[src/rtl/sc_row_scan_controller.sv]
// sc_row_scan_controller
// Walks the lane-register bank one row at a time through the row-select mux.
// For each row it counts all-zero rows and tests the frog's latched column
// mask against the frog's latched row. The game FSM gets the results through
// a start/done handshake.
//
// state   | meaning
// --------+-----------------------------------------------------------------
// IDLE    | waiting for start; results of the last scan held stable
// SEL     | rowsel stable while the bank performs its 1-cycle registered read
// CMP     | rowdata valid for rowsel: count empty row, test frog collision
// DONE    | one-cycle done pulse; rowsel returns to 0 on leaving
//
// Each row costs two cycles (SEL + CMP). The bank's read latency is fixed at
// one cycle, so CMP always sees the data for the rowsel value set before SEL.

module sc_row_scan_controller #(
    parameter int ROWSCAN_DATAWIDTH   = 8,
    parameter int ROWSCAN_NUMROWS     = 8,
    parameter int ROWSCAN_ROWSELWIDTH = 3
) (
    input  logic                           SC_ROWSCAN_CLOCK_50,
    input  logic                           SC_ROWSCAN_RESET_InLow,
    input  logic                           SC_ROWSCAN_start_InHigh,
    input  logic [ROWSCAN_DATAWIDTH-1:0]   SC_ROWSCAN_rowdata_InBUS,
    input  logic [ROWSCAN_ROWSELWIDTH-1:0] SC_ROWSCAN_frogrow_InBUS,
    input  logic [ROWSCAN_DATAWIDTH-1:0]   SC_ROWSCAN_frogmask_InBUS,
    output logic [ROWSCAN_ROWSELWIDTH-1:0] SC_ROWSCAN_rowsel_OutBUS,
    output logic                           SC_ROWSCAN_busy_OutHigh,
    output logic                           SC_ROWSCAN_done_OutHigh,
    output logic [ROWSCAN_ROWSELWIDTH:0]   SC_ROWSCAN_emptycount_OutBUS,
    output logic                           SC_ROWSCAN_levelclear_OutHigh,
    output logic                           SC_ROWSCAN_collision_OutHigh
);

    localparam int RSW = ROWSCAN_ROWSELWIDTH;
    localparam int DW  = ROWSCAN_DATAWIDTH;

    // Last row index; the scan ends after this row's compare.
    localparam logic [RSW-1:0] LAST_ROW   = RSW'(ROWSCAN_NUMROWS - 1);
    // emptycount value meaning every scanned row was empty.
    localparam logic [RSW:0]   FULL_COUNT = (RSW + 1)'(ROWSCAN_NUMROWS);

    typedef enum logic [1:0] {
        ST_IDLE = 2'd0,
        ST_SEL  = 2'd1,
        ST_CMP  = 2'd2,
        ST_DONE = 2'd3
    } state_t;

    state_t          state_q,      state_d;
    logic [RSW-1:0]  rowsel_q,     rowsel_d;
    logic            busy_q,       busy_d;
    logic            done_q,       done_d;
    logic [RSW:0]    emptycount_q, emptycount_d;
    logic            collision_q,  collision_d;
    logic [RSW-1:0]  frogrow_q,    frogrow_d;
    logic [DW-1:0]   frogmask_q,   frogmask_d;

    logic            row_is_empty;
    logic            row_is_frog;
    logic            frog_hit;

    // Per-row compare terms used in CMP.
    always_comb begin
        row_is_empty = (SC_ROWSCAN_rowdata_InBUS == '0);
        row_is_frog  = (rowsel_q == frogrow_q);
        frog_hit     = row_is_frog && ((SC_ROWSCAN_rowdata_InBUS & frogmask_q) != '0);
    end

    // Next-state and next-output decode; busy/done follow the next state so
    // they are registered Moore outputs aligned with the state register.
    always_comb begin
        state_d      = state_q;
        rowsel_d     = rowsel_q;
        emptycount_d = emptycount_q;
        collision_d  = collision_q;
        frogrow_d    = frogrow_q;
        frogmask_d   = frogmask_q;

        case (state_q)
            ST_IDLE: begin
                if (SC_ROWSCAN_start_InHigh) begin
                    state_d      = ST_SEL;
                    rowsel_d     = '0;
                    emptycount_d = '0;
                    collision_d  = 1'b0;
                    frogrow_d    = SC_ROWSCAN_frogrow_InBUS;
                    frogmask_d   = SC_ROWSCAN_frogmask_InBUS;
                end
            end
            ST_SEL: begin
                state_d = ST_CMP;
            end
            ST_CMP: begin
                if (row_is_empty) begin
                    emptycount_d = emptycount_q + 1'b1;
                end
                // Collision is sticky for the rest of the scan.
                if (frog_hit) begin
                    collision_d = 1'b1;
                end
                if (rowsel_q == LAST_ROW) begin
                    state_d = ST_DONE;
                end else begin
                    rowsel_d = rowsel_q + 1'b1;
                    state_d  = ST_SEL;
                end
            end
            ST_DONE: begin
                state_d  = ST_IDLE;
                rowsel_d = '0;
            end
            default: begin
                state_d  = ST_IDLE;
                rowsel_d = '0;
            end
        endcase

        busy_d = (state_d == ST_SEL) || (state_d == ST_CMP);
        done_d = (state_d == ST_DONE);
    end

    // State and output registers; reset aborts any scan without a done pulse.
    always_ff @(posedge SC_ROWSCAN_CLOCK_50 or negedge SC_ROWSCAN_RESET_InLow) begin
        if (!SC_ROWSCAN_RESET_InLow) begin
            state_q      <= ST_IDLE;
            rowsel_q     <= '0;
            busy_q       <= 1'b0;
            done_q       <= 1'b0;
            emptycount_q <= '0;
            collision_q  <= 1'b0;
            frogrow_q    <= '0;
            frogmask_q   <= '0;
        end else begin
            state_q      <= state_d;
            rowsel_q     <= rowsel_d;
            busy_q       <= busy_d;
            done_q       <= done_d;
            emptycount_q <= emptycount_d;
            collision_q  <= collision_d;
            frogrow_q    <= frogrow_d;
            frogmask_q   <= frogmask_d;
        end
    end

    // Level clear is a decode of the registered count, so it is valid from
    // the done cycle and holds with the count while idle.
    always_comb begin
        SC_ROWSCAN_levelclear_OutHigh = (emptycount_q == FULL_COUNT);
    end

    assign SC_ROWSCAN_rowsel_OutBUS     = rowsel_q;
    assign SC_ROWSCAN_busy_OutHigh      = busy_q;
    assign SC_ROWSCAN_done_OutHigh      = done_q;
    assign SC_ROWSCAN_emptycount_OutBUS = emptycount_q;
    assign SC_ROWSCAN_collision_OutHigh = collision_q;

endmodule

[config.mk]
export PLATFORM = sky130hd
export DESIGN_NAME = sc_row_scan_controller
export DESIGN_NICKNAME = d
export VERILOG_FILES = /design/src/rtl/sc_row_scan_controller.sv
export SDC_FILE = /design/constraint.sdc
export NUM_CORES = 1
export LEC_CHECK = 0
export CORE_UTILIZATION = 45
export DETAILED_ROUTE_END_ITERATION = 16
export HOLD_SLACK_MARGIN = 0.05
export PLACE_DENSITY = 0.85
export RECOVER_POWER = 25
export SKIP_CTS_REPAIR_TIMING = 1
export SYNTH_ARGS = -nofsm -noshare
export SYNTH_HDL_FRONTEND = slang
export SYNTH_SLANG_ARGS = --single-unit
[constraint.sdc]
create_clock -name SC_ROWSCAN_CLOCK_50 -period 2 [get_ports SC_ROWSCAN_CLOCK_50]
set_input_delay 0.3 -clock SC_ROWSCAN_CLOCK_50 [delete_from_list [all_inputs] [get_ports SC_ROWSCAN_CLOCK_50]]
set_output_delay 0.3 -clock SC_ROWSCAN_CLOCK_50 [all_outputs]
set_load 0.005 [all_outputs]
# --- Yosys cells after proc, flatten, opt, wreduce, memory -nomap -nowiden ---
# Cells that the tools add are included.
classes:
  addsub: 2
  multipliers: 0
  div_mod_pow: 0
  magnitude_cmp: 0
  n_eq_ne: 13
  shift: 0
  muxes: 12
  bitwise: 1
  n_reduce_logical: 11
ops:
  columns: ["op", "count"]
  rows:
  - ["$pmux 3 s3", 1]
  - ["$reduce_and 3->1", 3]
  - ["$and 8x8->8", 1]
  - ["$eq 2x2->1 const B", 4]
  - ["$logic_not 8->1", 1]
  - ["$mux 4", 2]
  - ["$ne 2x2->1 const B", 4]
  - ["$pmux 2 s4", 1]
  - ["$pmux 4 s2", 1]
  - ["$reduce_bool 8->1", 1]
  - ["$mux 3", 2]
  - ["$add 4x1->4 const B", 1]
  - ["$eq 2x1->1 const B", 2]
  - ["$eq 4x4->1 const B", 1]
  - ["$mux 2", 2]
  - ["$add 3x1->3 const B", 1]
  - ["$eq 3x3->1", 1]
  - ["$eq 3x3->1 const B", 1]
  - ["$reduce_bool 3->1", 1]
  - ["$logic_not 2->1", 1]
  - ["$mux 1", 2]
  - ["$pmux 1 s2", 1]
  - ["$reduce_and 2->1", 1]
  - ["$reduce_bool 2->1", 1]
  - ["2 further kinds", 2]
word_totals:
  regBits: 23
  latch_bits: 0
  ram_bits: 0
  romBits: 0
  input_bits: 22
  output_inout_bits: 11
  elab_cells: 47
  mem_count: 0

# --- Longest topological paths before layout ---
# Gate-level depths: netlist of run 1.
logic_depth:
  ltp_word: 5
  mapped_depth: 5
  ltp_nobuf: 5

# --- Worst setup path before layout of run 1 ---
# No wires, ideal clock.
synth_path:
  path_kind: "input-to-reg"
  startpoint: "input SC_ROWSCAN_rowdata_InBUS[0]"
  endpoint: "register emptycount_q[1], in the netlist SC_ROWSCAN_emptycount_OutBUS[1]"
  setup_time_ns: 0.125
  t_arrival_ns: 1.505
  required_ns: 1.875
  setup_slack_ns: 0.370
  path_stages: 3
  path_cell_list: "or4_4 or3_4 mux2_4"
synth_between:
  elab_chain_len: 3
synth_rtl:
  columns: ["item", "line_no", "rtl"]
  rows:
  - ["start, declared", "25", "input logic [ROWSCAN_DATAWIDTH-1:0] SC_ROWSCAN_rowdata_InBUS,"]
  - ["$logic_not 8->1", "66", "row_is_empty = (SC_ROWSCAN_rowdata_InBUS == '0);"]
  - ["$ne 2x2->1 (no source line)", null, null]
  - ["$reduce_and 3->1 (no source line)", null, null]
  - ["end signal, assigned", "140", "emptycount_q <= emptycount_d;"]
  - ["end, declared", "55", "logic [RSW:0] emptycount_q, emptycount_d;"]
# Every way passes these cells.
# A chain may end at the register's enable or synchronous reset.

# --- Worst setup path in the final report of run 1 ---
layout_path:
  startpoint: "register emptycount_q[0], in the netlist SC_ROWSCAN_emptycount_OutBUS[0]"
  endpoint: "output SC_ROWSCAN_levelclear_OutHigh"
layout_between:
  elab_chain_len: 1
layout_rtl:
  columns: ["item", "line_no", "rtl"]
  rows:
  - ["$eq 4x4->1", "150", "SC_ROWSCAN_levelclear_OutHigh = (emptycount_q == FULL_COUNT);"]
  - ["end, declared", "32", "output logic SC_ROWSCAN_levelclear_OutHigh,"]
# Every way passes these cells.

==> impl_metrics.csv, run 1 <==
group,metric,value,unit
synth,syn_area,1100,um^2
critical_path,crit_slowest_cell,"clkdlybuf4s50_1",
routing,ant_nets,0,
power,pwr-share-seq,0.500,
routing,finalWirelength,2180,um
place,post-dp-hpwl,1700,um
power,combPwrFrac,0.359,
global_route,grt_pass1_vias,919,
critical_path,r2r_end,"SC_ROWSCAN_emptycount_OutBUS[1]",
routing,drtIter0Drc,4,
synth,synth.area.top_cells,"dfrtp_1 (52%), nand2_1 (13%), ha_1 (5.7%)",
critical_path,crit_arrival,1.58,ns
critical_path,path_class,"reg2out",
timing,period_needed,1.88,ns
timing,finClkSkew,0.00309,ns
synth,yosysTopAreaCellShare,0.525,
place,port_buffers,32,
routing,detail_route.wl_per_cell,12.0,um
cts,cts_root_buf,"clkbuf_4",
synth,ys_types,22,
routing,drt_first_pass_iters,4,
final_layout,area_growth,40.5,%
die,rows,17,
synth,ys_async_sr_fraction,1.00,
cts,tritoncts,"yes",
timing,fin_crit_sh,0.939,
routing,drc,0,
cts,numCtsBuffers,3,
die,die_h,51.4,um
power,p_leak,0.735,nW
timing,slew_violations,0,
critical_path,crit_buf_inv,2,
routing,vias,907,
power,power.internal,0.000982,W
cts,cts.clk_slew.worst_paths,0.12,ns
power,p_per_area,973,nW/um^2
timing,max_slew_margin,0.195,
synth,ys_seq_area_frac,0.525,
global_route,grt_max_degree,24,
global_route,grt.overflow.total,0,
critical_path,critPathMaxFanout,5,
critical_path,r2r_cells,3,
global_route,antenna_found_initial,0,
die,ios,33,
hold_path,worst_hold_startpoint,"frogmask_q[6]",
run,maxCapViolCount,0,
final_layout,instances_no_fill,181,
place,gp_congestion,0.781,
global_route,grt_pass1_wl,3860,um
die,start_util,0.487,
power,switchingPower,0.000518,W
critical_path,crit_path_end_kind,"output port",
critical_path,cp-start-kind,"flop",
critical_path,worstPathRequired,1.70,ns
final_layout,antenna_cells,0,
synth,yosysTopAreaCell,"dfrtp_1",
timing,fmax,533,MHz
synth,yosys_warnings,0,
critical_path,worstPathCellList,"inv_1, ha_1, nand2_1, nor2_1, clkdlybuf4s50_1",
critical_path,cpPeakStageDelay,0.50,ns
power,sw_frac_of_total,0.345,
hold_path,worstHoldPathCells,2,
hold_path,holdPathEnd,"frogmask_q[6]",
critical_path,rrSetupSlack,0.44,ns
timing,tightestPinTransition,1.21,ns
critical_path,rr_startpoint,"state_q[0]",
synth,syn_inst,110,
power,vdd_drop_max,621,uV
die,core,2250,um^2
final_layout,n_fill_cell,198,
synth,syn_avg_cell_area,9.98,um^2
synth,syn-num-nets,137,
cts,cts.path.max_buffers,2,
timing,setup_violations,0,
synth,synth_edf_count,0,
critical_path,cp_top_family,"buffers and inverters",
timing,setup-tns-final,0,ns
cts,htree_levels,1,
power,p_clk_frac,0.141,
final_layout,finalNetCount,181,
routing,vias_per_cell,5.01,
outcome,status,"finished clean",
final_layout,drive_gt1_frac,0.118,
timing,rsz0062_at_grt,"no",
hold_path,hp-class,"reg2reg",
cts,clock-sinks,23,
synth,synth_flop_cell,"dfrtp_1",
global_route,grtUsageTotal,0.197,
die,chipWidth,51.4,um
synth,ys_ff_latch,23,
cts,clk_latency,0.31,ns
place,place_inst,174,
timing,hold_violations,0,
die,die-area,2640,um^2
## layout make-up
type | count | area, um^2 | share of cell area
clock inverter | 1 | 5.00 | 0.00325
multi-input combinational | 80 | 495 | 0.321
sequential | 23 | 577 | 0.374
inverter | 4 | 15.0 | 0.00974
tap | 28 | 35.0 | 0.0227
timing repair buffer | 42 | 392 | 0.254
clock buffer | 3 | 22.5 | 0.0146
## worst max path at each step
| stage | from | endpoint | slack (ns) | depth (start not counted) |
|---|---|---|---|---|
| final | SC_ROWSCAN_emptycount_OutBUS[0] | SC_ROWSCAN_levelclear_OutHigh | 0.12 | 5 |
| after global routing | SC_ROWSCAN_emptycount_OutBUS[0] | SC_ROWSCAN_levelclear_OutHigh | 0.008 | 5 |
| after CTS | SC_ROWSCAN_emptycount_OutBUS[0] | SC_ROWSCAN_levelclear_OutHigh | 0.07 | 5 |
| after detailed placement | SC_ROWSCAN_rowdata_InBUS[0] | SC_ROWSCAN_emptycount_OutBUS[1] | -0.09 | 4 |
| after global placement | SC_ROWSCAN_rowdata_InBUS[0] | SC_ROWSCAN_emptycount_OutBUS[1] | -0.07 | 4 |
| after floorplan | SC_ROWSCAN_rowdata_InBUS[0] | SC_ROWSCAN_emptycount_OutBUS[1] | 0.37 | 3 |
## layer usage
metal,wire [um],GRT usage,up-vias
li1,-,-,456
met1,972,0.243,425
met2,1110,0.335,26
met3,90,0.0357,0
met4,0,0.0856,0
met5,0,0,-
## layout by cell type, fill, tap and decap left out, drive strengths merged, types with 2 or more instances in the layout
| cell type | n |
|---|---|
| clkdlybuf4s50 | 31 |
| o2bb2ai | 3 |
| nor2 | 4 |
| buf | 9 |
| mux2i | 5 |
| or4 | 2 |
| xor2 | 4 |
| nand3 | 2 |
| nor4 | 3 |
| inv | 4 |
| nand2b | 3 |
| clkbuf | 4 |
| dfrtp | 23 |
| ha | 5 |
| a22oi | 4 |
| nand2 | 37 |
## Yosys cell counts, types with 2 or more instances
| cell | count |
|---|---|
| nor4_1 | 3 |
| xor2_1 | 4 |
| clkbuf_1 | 3 |
| a22oi_1 | 4 |
| nand2_1 | 37 |
| or4_4 | 2 |
| nand3_1 | 2 |
| nand2b_1 | 3 |
| inv_1 | 4 |
| nor2_1 | 4 |
| mux2i_1 | 5 |
| o2bb2ai_1 | 3 |
| ha_1 | 5 |
| dfrtp_1 | 23 |
## cell families (layout without fill, tap and decap cells)
logic type,Yosys count,after routing,share of synthesized area
AOI/OAI and AO/OA,10,10,0.0684
adders and majority gates,5,5,0.0570
DFF,23,23,0.525
and+or+nand+nor,55,55,0.235
muxes,6,6,0.0593
buffers and inverters,7,50,0.0239
xor gates and xnor gates,4,4,0.0319
## tightest hold or removal path, cell delays in order (launching register included)
cell     delay [ns]
dfrtp_1        0.37
nand2_1        0.05
nand2_1        0.05
## metrics by stage
step / total power [W] / setup WS (ns) / hold WS (ns) / area [um^2] / utilization
2_1_floorplan: 0.00105 / 0.370 / 0.00441 / 1100 / -
3_3_place_gp: 0.00127 / -0.0672 / 0.460 / 1490 / 0.663
3_5_place_dp: 0.00131 / -0.0878 / 0.466 / 1490 / 0.663
4_1_cts: 0.00152 / 0.0734 / 0.332 / 1520 / 0.675
5_1_grt: 0.00163 / 0.00829 / 0.505 / 1540 / 0.684
6_report: 0.00150 / 0.123 / 0.495 / 1540 / 0.684
## power groups by stage
stage	registers, W	clock network, W	logic, W
finish	0.000750	0.000212	0.000538
global route	0.000775	0.000238	0.000613
CTS	0.000753	0.000221	0.000548
detailed placement	0.000763	0	0.000544
global placement	0.000753	0	0.000516
floorplan	0.000736	0	0.000311
## sequential cells by signal, indices dropped and copies added (netlist names)
name / cells
frogrow_q: 3
SC_ROWSCAN_done_OutHigh: 1
SC_ROWSCAN_emptycount_OutBUS: 4
SC_ROWSCAN_busy_OutHigh: 1
state_q: 2
SC_ROWSCAN_rowsel_OutBUS: 3
frogmask_q: 8
SC_ROWSCAN_collision_OutHigh: 1
(Power assumes the default switching activity.)
==> inputs of run 2 (changes only) <==
--- a/config.mk
+++ b/config.mk
@@ -5,10 +5,11 @@
 export SDC_FILE = /design/constraint.sdc
 export NUM_CORES = 1
 export LEC_CHECK = 0
-export CORE_UTILIZATION = 45
+export CORE_MARGIN = 3
+export CORE_UTILIZATION = 41
 export DETAILED_ROUTE_END_ITERATION = 16
 export HOLD_SLACK_MARGIN = 0.05
-export PLACE_DENSITY = 0.85
+export PLACE_DENSITY = 0.82
 export RECOVER_POWER = 25
 export SKIP_CTS_REPAIR_TIMING = 1
 export SYNTH_ARGS = -nofsm -noshare
==> constraint.sdc (replaced) <==
create_clock -name SC_ROWSCAN_CLOCK_50 -period 1.6 [get_ports SC_ROWSCAN_CLOCK_50]
set_input_delay 0.24 -clock SC_ROWSCAN_CLOCK_50 [delete_from_list [all_inputs] [get_ports SC_ROWSCAN_CLOCK_50]]
set_output_delay 0.24 -clock SC_ROWSCAN_CLOCK_50 [all_outputs]
set_load 0.005 [all_outputs]
==> run 2 against run 1 <==
Compared with the run above:
- flip-flop and latch count unchanged
- clock-buffer cell count increased by 1
- sequential power increased by 25%
- clock power increased by 20%
- combinational power increased by 36%
- critical endpoint is now SC_ROWSCAN_emptycount_OutBUS[1]
- critical path depth decreased by 1
- sequential share of layout area decreased by 2.1 points
==> impl_metrics.csv, run 2 (synthesis results as in run 1) <==
group,metric,value,unit
place,post-dp-hpwl,1910,um
cts,clk_latency,0.29,ns
final_layout,fin_util,0.654,
final_layout,top_register,"frogmask_q",
final_layout,layout.cells.most_common,"nand2_1",
final_layout,drive_gt1_frac,0.165,
timing,rsz0062_at_grt,"no",
cts,numCtsBuffers,3,
routing,drc,0,
global_route,grt_max_degree,24,
critical_path,worstPathRequired,1.79,ns
final_layout,n_fill_cell,202,
critical_path,rr_startpoint,"state_q[0]",
routing,ant_nets,0,
die,core,2500,um^2
final_layout,antenna_cells,0,
critical_path,cp-start-kind,"input port",
critical_path,crit_end,"SC_ROWSCAN_emptycount_OutBUS[1]",
routing,vias_per_cell,5.01,
routing,vias,941,
critical_path,r2r_cells,3,
die,start_util,0.439,
outcome,status,"finished clean",
global_route,grt_util_met3,0.0223,
power,p_per_area,1180,nW/um^2
final_layout,largest_register_ffs,8,
die,rows,18,
routing,drt_first_pass_iters,4,
timing,setup-tns-final,0,ns
timing,finClkSkew,0.00286,ns
timing,setup_violations,0,
cts,tritoncts,"yes",
place,gp_congestion,0.840,
final_layout,final_cell_mix,"nand2_1 (37), clkdlybuf4s50_1 (23), dfrtp_1 (22)",
global_route,grt.overflow.total,0,
final_layout,finalNetCount,186,
die,die_h,57.7,um
cts,cts.clk_slew.worst_paths,0.12,ns
timing,fmax,643,MHz
power,p_leak,0.865,nW
cts,clock-sinks,23,
hold_path,hp-class,"in2reg",
timing,max_slew_margin,0.618,
critical_path,critPathLaunch,"SC_ROWSCAN_rowdata_InBUS[0]",
die,ios,33,
global_route,grtUsageMet1,0.179,
critical_path,critPathMaxFanout,2,
cts,htree_levels,1,
timing,fin_hold_ws,0.370,ns
power,power,0.00193,W
critical_path,path_class,"in2reg",
final_layout,area_growth,49.0,%
critical_path,r2r_end,"SC_ROWSCAN_emptycount_OutBUS[1]",
critical_path,crit_path_end_kind,"flop",
critical_path,crit_arrival,1.75,ns
routing,detail_route.wl_per_cell,12.9,um
timing,slew_violations,0,
final_layout,instances_no_fill,188,
global_route,grt_most_used_layer,"met2",
routing,finalWirelength,2430,um
critical_path,rrSetupSlack,0.16,ns
power,vdd_drop_max,950,uV
global_route,antenna_found_initial,0,
global_route,grt_pass1_vias,960,
cts,cts_root_buf,"clkbuf_4",
timing,period_needed,1.55,ns
die,die-area,3330,um^2
run,maxCapViolCount,0,
cts,cts.path.max_buffers,2,
place,place_inst,183,
timing,fin_crit_sh,0.972,
global_route,grtUsageTotal,0.150,
place,port_buffers,32,
routing,drtIter0Drc,11,
timing,hold_violations,0,
timing,tightestPinTransition,0.574,ns
die,chipWidth,57.7,um
global_route,grt_pass1_wl,3950,um
global_route,use_met2,0.281,
run 2: power breakdown:
| group | switching [W] | total, W | internal (W) |
|---|---|---|---|
| clock | 0.000157 | 0.000254 | 0.0000969 |
| sequential | 0.000151 | 0.000940 | 0.000788 |
| combinational | 0.000358 | 0.000734 | 0.000376 |
| total | 0.000666 | 0.00193 | 0.00126 |
run 2: how the worst min path moves through the flow:
stage / startpoint / to / slack (ns) / depth (start not counted)
floorplan: SC_ROWSCAN_RESET_InLow / SC_ROWSCAN_busy_OutHigh / -0.06 / 0
global placement: frogmask_q[6] / frogmask_q[6] / 0.46 / 2
detailed placement: frogmask_q[2] / frogmask_q[2] / 0.47 / 2
CTS: SC_ROWSCAN_RESET_InLow / SC_ROWSCAN_rowsel_OutBUS[1] / 0.28 / 2
global route: SC_ROWSCAN_rowdata_InBUS[5] / SC_ROWSCAN_collision_OutHigh / 0.40 / 4
finish: SC_ROWSCAN_rowdata_InBUS[3] / SC_ROWSCAN_collision_OutHigh / 0.37 / 4
run 2: layer usage:
layer / part of all wire / up-vias
met5: 0 / -
met4: 0 / 0
met3: 0.049 / 0
met2: 0.52 / 21
met1: 0.43 / 451
li1: - / 469
run 2: critical path: stages:
cell             delay [ns]
clkdlybuf4s50_1        0.42
or4_4                  0.43
or3_4                  0.35
mux2_4                 0.30
run 2: area by class of cell:
type                    count  area (um^2)  share of cell area
flip-flops and latches     23          577               0.353
repair buffers             47          454               0.278
inverters                   4         15.0             0.00918
clock buffers               4         26.3              0.0161
well taps                  30         37.5              0.0230
multi-input cells          80          526               0.321
run 2: metrics by stage:
step	setup WS, ns	area [um^2]
2_1_floorplan	0.0301	1100
3_3_place_gp	-0.407	1550
3_5_place_dp	-0.436	1550
4_1_cts	-0.258	1580
5_1_grt	0.0127	1640
6_report	0.0455	1640
